## config.mk

```make
export PLATFORM = sky130hd
export DESIGN_NAME = serial_logic_unit4
export DESIGN_NICKNAME = d
export VERILOG_FILES = /design/src/rtl/serial_logic_unit4.sv
export SDC_FILE = /design/constraint.sdc
export NUM_CORES = 1
export LEC_CHECK = 0
export ABC_AREA = 1
export CAP_MARGIN = 20
export CORE_MARGIN = 1
export CORE_UTILIZATION = 50
export CTS_CLUSTER_DIAMETER = 120
export DETAILED_ROUTE_END_ITERATION = 12
export PLACE_DENSITY = 0.85
export SLEW_MARGIN = 20
export SYNTH_ARGS = -nofsm -noshare
export SYNTH_HDL_FRONTEND = slang
export SYNTH_SLANG_ARGS = --single-unit
```

## constraint.sdc

```tcl
create_clock -name clk -period 1.64 [get_ports clk]
set_input_delay 0.328 -clock clk [delete_from_list [all_inputs] [get_ports clk]]
set_output_delay 0.328 -clock clk [all_outputs]
set_load 0.05 [all_outputs]
```

## src/rtl/serial_logic_unit4.sv

```systemverilog
// Bit-serial bitwise logic unit: latches two operands and an op code, evaluates one
// bit per clock LSB first through a single gate slice, then publishes Result/Zero with a done pulse.
module serial_logic_unit4 #(
  parameter int WIDTH = 4
) (
  input  logic             clk,
  input  logic             rst_n,
  input  logic             start,
  input  logic [WIDTH-1:0] A,
  input  logic [WIDTH-1:0] B,
  input  logic [1:0]       Op,
  output logic             busy,
  output logic             done,
  output logic [WIDTH-1:0] Result,
  output logic             Zero,
  output logic             bit_out
);

  localparam int CNT_W = $clog2(WIDTH) + 1;

  typedef enum logic [1:0] {IDLE, SHIFT, DONE} state_t;

  state_t           state;
  logic [WIDTH-1:0] a_sh;
  logic [WIDTH-1:0] b_sh;
  logic [WIDTH-1:0] res_sh;
  logic [1:0]       op_q;
  logic [CNT_W-1:0] cnt;
  logic             r;
  logic [WIDTH-1:0] res_nx;

  function automatic logic gate(input logic [1:0] op, input logic a, input logic b);
    logic g;
    case (op)
      2'b00:   g = a & b;
      2'b01:   g = a | b;
      2'b10:   g = a ^ b;
      default: g = ~(a & b);
    endcase
    return g;
  endfunction

  assign r       = gate(op_q, a_sh[0], b_sh[0]);
  assign res_nx  = {r, res_sh[WIDTH-1:1]};
  assign bit_out = busy & r;

  always_ff @(posedge clk) begin
    if (!rst_n) begin
      state  <= IDLE;
      busy   <= 1'b0;
      done   <= 1'b0;
      Result <= '0;
      Zero   <= 1'b1;
      a_sh   <= '0;
      b_sh   <= '0;
      res_sh <= '0;
      op_q   <= 2'b00;
      cnt    <= '0;
    end else begin
      done <= 1'b0;
      case (state)
        IDLE, DONE: begin
          if (start) begin
            a_sh  <= A;
            b_sh  <= B;
            op_q  <= Op;
            cnt   <= '0;
            busy  <= 1'b1;
            state <= SHIFT;
          end else begin
            state <= IDLE;
          end
        end
        SHIFT: begin
          a_sh   <= a_sh >> 1;
          b_sh   <= b_sh >> 1;
          res_sh <= res_nx;
          cnt    <= cnt + 1'b1;
          // Result/Zero only move on the completing edge, so partial values never show
          if (cnt == CNT_W'(WIDTH - 1)) begin
            Result <= res_nx;
            Zero   <= (res_nx == '0);
            done   <= 1'b1;
            busy   <= 1'b0;
            state  <= DONE;
          end
        end
        default: begin
          busy  <= 1'b0;
          state <= IDLE;
        end
      endcase
    end
  end

endmodule
```

# [Word level (Yosys, flattened, before mapping)]
# Cells that the tools add are included.
[word_totals] regBits=26 input_bits=13 out_inout_bits=8
[op_classes] add_sub_neg=1 eq_ne=7 muxes=14 bitwise_logic=5 reduce_logical=10
[ops] operator="$pmux W4 S2" n=2
[ops] operator="$reduce_and A2 Y1" n=5
[ops] operator="$mux W4" n=2
[ops] operator="$pmux W3 S2" n=1
[ops] operator="$eq A2 B1 Y1 const B" n=2
[ops] operator="$eq A2 B2 Y1 const B" n=2
[ops] operator="$logic_not A2 Y1" n=2
[ops] operator="$logic_not A4 Y1" n=1
[ops] operator="$mux W1" n=4
[ops] operator="$ne A2 B2 Y1 const B" n=2
[ops] operator="$pmux W2 S2" n=1
[ops] operator="$add A3 B1 Y3 const B" n=1
[ops] operator="$eq A3 B2 Y1 const B" n=1
[ops] operator="$mux W3" n=1
[ops] operator="$pmux W1 S3" n=1
[ops] operator="$and A1 B1 Y1" n=2
[ops] operator="$mux W2" n=1
[ops] operator="$pmux W1 S2" n=1
[ops] operator="$reduce_bool A2 Y1" n=1
[ops] operator="$reduce_or A2 Y1" n=1
[ops] operator="$not A1 Y1" n=1
[ops] operator="$or A1 B1 Y1" n=1
[ops] operator="$xor A1 B1 Y1" n=1

# [Longest topological paths before layout]
[depth] word_depth=4 mapped_depth=8

# [Worst setup path before layout]
# Ideal clock, no wire load.
[synth_path] path_kind="register to output" startpoint="register a_sh[0]" endpoint="output bit_out" arrival_ps=1468 required_time_ps=1312 setup_slack_ps=-156 stages_incl_launch_ff=7 cell_sequence="dfxtp_1 -> inv_1 -> ha_1 -> nor2_1 -> nor2_1 -> nor2_1 -> nor2_1"
[synth_via] elab_chain_cells=4 word_cells_on_any_way=6
[synth_lines] element="start: declaration" line_no="24" text="logic [WIDTH-1:0] a_sh;"
[synth_lines] element="start signal: assignment" line_no="75" text="a_sh <= a_sh >> 1;"
[synth_lines] element="$and A1 B1 Y1" line_no="35, 38"
[synth_lines] element="$not A1 Y1" line_no="38" text="default: g = ~(a & b);"
[synth_lines] element="$pmux W1 S3 (*)" line_no="34" text="case (op)"
[synth_lines] element="$and A1 B1 Y1 (*)" line_no="45" text="assign bit_out = busy & r;"
[synth_lines] element="end: declaration" line_no="16" text="output logic bit_out"
# Mark *: on every way between the ends. The rest lies on a longest branch, timed or not.

# [Final worst setup path]
[layout_path] startpoint="register b_sh[0]" endpoint="output bit_out"
[layout_via] elab_chain_cells=4 word_cells_on_any_way=6
[layout_lines] element="start: declaration" line_no="25" text="logic [WIDTH-1:0] b_sh;"
[layout_lines] element="start signal: assignment" line_no="76" text="b_sh <= b_sh >> 1;"
[layout_lines] element="$and A1 B1 Y1" line_no="35, 38"
[layout_lines] element="$not A1 Y1" line_no="38"
[layout_lines] element="$pmux W1 S3 (*)" line_no="34"
[layout_lines] element="$and A1 B1 Y1 (*)" line_no="45"
# Marks and branches as above.

==> out/qor.txt <==
Max-cap violations - 0
CP max FO - 2
hold_ws - 0.470 ns
Reg2Reg Depth - 6
Die H - 49.8 µm
Post-Synthesis Cells - 160
Crit Path Category - flop to output port
synth top area cells - dfxtp_1, nand2_1, inv_1, a21oi_1, nor2_1
worst path buffer plus inverter count - 2
family with the most delay on the worst path - flip-flops
#FFs+latches synth - 25
Rows - 16
Worst Setup Start Kind - flop
PortBufs - 20
Slew @ Worst Pin - 0.335 ns
leakage power - 0.650 nW
initial antenna violation count - 0
share of cells above drive strength 1 - 20.1%
hold_sp - a_sh[3]
first-pass GRT wire length - 4.27 mm
die area - 0.00248 mm²
RSZ-0062 raised after global routing - true
count of final hold-check violations - 0
Iter 0 DRT Violations - 26
Netlist cell types - 19
CTS tree - built
final setup fails - 1
Vias per Instance - 5.26
clock skew - 0.00373 ns
P&R area growth vs syn - 25.4%
Clk pin slew, worst setup/hold paths - 0.13 ns
via count - 1,110
per-cell routed wire length - 12.2 µm
asr flop ratio synth - 0%
min-delay worst type - flop to flop
number of synthesized flops with an enable pin - 0
Cell Area, Synth - 0.00114 mm²
Reg2Reg Launch Point - cnt[0]
core region area - 0.00206 mm²
crit path launch - b_sh[0]
DR pass1 iterations - 4
Syn Nets - 177
sequential-to-total area share from yosys stat - 43.9%
fin. max-slew vios - 0
top cell types by occurrence after synthesis - nand2_1, dfxtp_1, inv_1
worst setup path end - bit_out
Critical Path RT - 1.31 ns
most frequent cell after synthesis - nand2_1
clk_lat worst skew - 0.32 ns
r2r setup slk - 0.31 ns
Layout Nets - 202
fmax - 542 MHz
most used cell, CP - nor2_2
VDD IR-drop max - 0.000682 V
starting density of the core - 55.3%
synthesized area per cell - 7.13 µm²
routability congestion estimate - 0.783
Yosys top cell by area - dfxtp_1
I/O Pins - 21
Root Buffer - clkbuf_4
fin cells - 211
status - finished with violations
final wirelength - 2.57 mm
Worst setup EP type - output port
pwr dens - 850 mW/mm²
CTS Sinks - 25
Ys Warns - 0
CP Data Arrival Time - 1.52 ns
minimum clock period - 1.84 ns
number of global-route vias before repair - 1,037
Power Total - 1.22 mW
number of buffers created by CTS - 3
DP Cell Count - 204
post-DP HPWL - 1.79 mm
detailed-route DRC error count - 0
period utilization - 112%
top_reg_cell synth - dfxtp_1
largest net degree at the start of global routing - 15
crit-path max cell delay - 0.37 ns
number of fillers in the final layout - 172
GR Overflow Total - 0
ant diodes - 0
Critical Path Stages - 7
H-tree levels - 1
failing checks - setup timing
Clock Tree Buf Depth - 2
slowest CP cell - dfxtp_2
slew margin rel. - 77.6%
crit-path cells - inv_2 -> ha_4 -> nor2_4 -> nor2_2 -> nor2_2 -> nor2_2 -> buf_12
Total Routing Usage GR - 22.9%
worst setup margin - -0.204 ns
post-synth top area share - 43.9%
die width - 49.8 µm
Hold Buf Count CTS - 0
worst flop-to-flop path endpoint - Result[3]
Final ANT Viol Nets - 0
## state kept, by name, summed over array words and instances (netlist names)
register  cells
Zero          1
b_sh          4
a_sh          4
state         2
done          1
res_sh        3
busy          1
op_q          2
cnt           3
Result        4
## logic make-up after synthesis
logic type      share of synthesized area [%]
compound gates                           11.5
simple gates                             28.1
flops                                    43.9
fa+ha+maj                                4.39
buf+inv                                  12.2
## per-layer routing
metal  vias to the layer above  GRT usage, %  wire length [µm]
met5                         -             0                 0
met4                         0          10.5                74
met3                         8          5.56               177
met2                        44          42.1              1340
met1                       511          24.3               985
li1                        547             -                 -
## per-stage QoR
step                utilization (%)  setup TNS (ns)  instance area [µm²]  setup WS [ns]
floorplan                         -               0                 1140         0.0706
detailed placement             65.4               0                 1350         0.0548
global route                   69.4          -0.260                 1430         -0.260
CTS                            68.3          -0.209                 1410         -0.209
finish                         69.4          -0.204                 1430         -0.204
global placement               65.4               0                 1350          0.126
## placed cells by master (no fill, tap or decap), types with 2 or more instances in the layout
cell type,synthesis,routed
nor2_1,16,11
ha_1,4,2
nand2_1,37,36
inv_1,24,22
a21oi_1,13,13
dfxtp_1,25,23
nor2_2,0,4
dfxtp_2,0,2
nand2_2,3,4
nor2_4,1,2
clkdlybuf4s50_1,0,12
nor3_1,8,8
buf_4,1,12
clkbuf_4,0,3
nand3_1,7,7
inv_2,3,5
o21ai_0,10,10
## worst reg2reg max path, cell delays in order, from the launching register on
cell and delay (ns):
dfxtp_1 0.37, ha_1 0.16, ha_1 0.25, nand3_2 0.20, nor2_1 0.19, nand2_1 0.07
nand2_1 0.05
## what timing repair did
action,in CTS,in global routing
endpoints found under the setup margin,1,1
pin swaps,7,6
resized for setup,7,5
setup buffers,2,1
## cell type report
type	instances	area (µm²)	area share (%)
Tap cell	27	33.8	2.36
Clock buffer	4	26.3	1.84
Sequential cell	25	503	35.1
Inverter	27	101	7.08
Multi-Input combinational cell	103	537	37.5
Timing Repair Buffer	25	230	16.1
## report_power, final
| part | total, mW | switching, mW | internal, mW |
|---|---|---|---|
| clock network | 0.276 | 0.181 | 0.0952 |
| registers | 0.675 | 0.0286 | 0.647 |
| logic | 0.265 | 0.154 | 0.112 |
| total | 1.22 | 0.363 | 0.853 |
## worst min path at each step
stage,to,slack (ns),depth (start not counted)
global route,a_sh[3],0.49,2
detailed placement,a_sh[3],0.45,2
CTS,a_sh[3],0.47,2
finish,a_sh[3],0.47,2
floorplan,cnt[0],0.43,1
global placement,cnt[0],0.44,1
No activity file was read; power rests on OpenSTA's default activity.
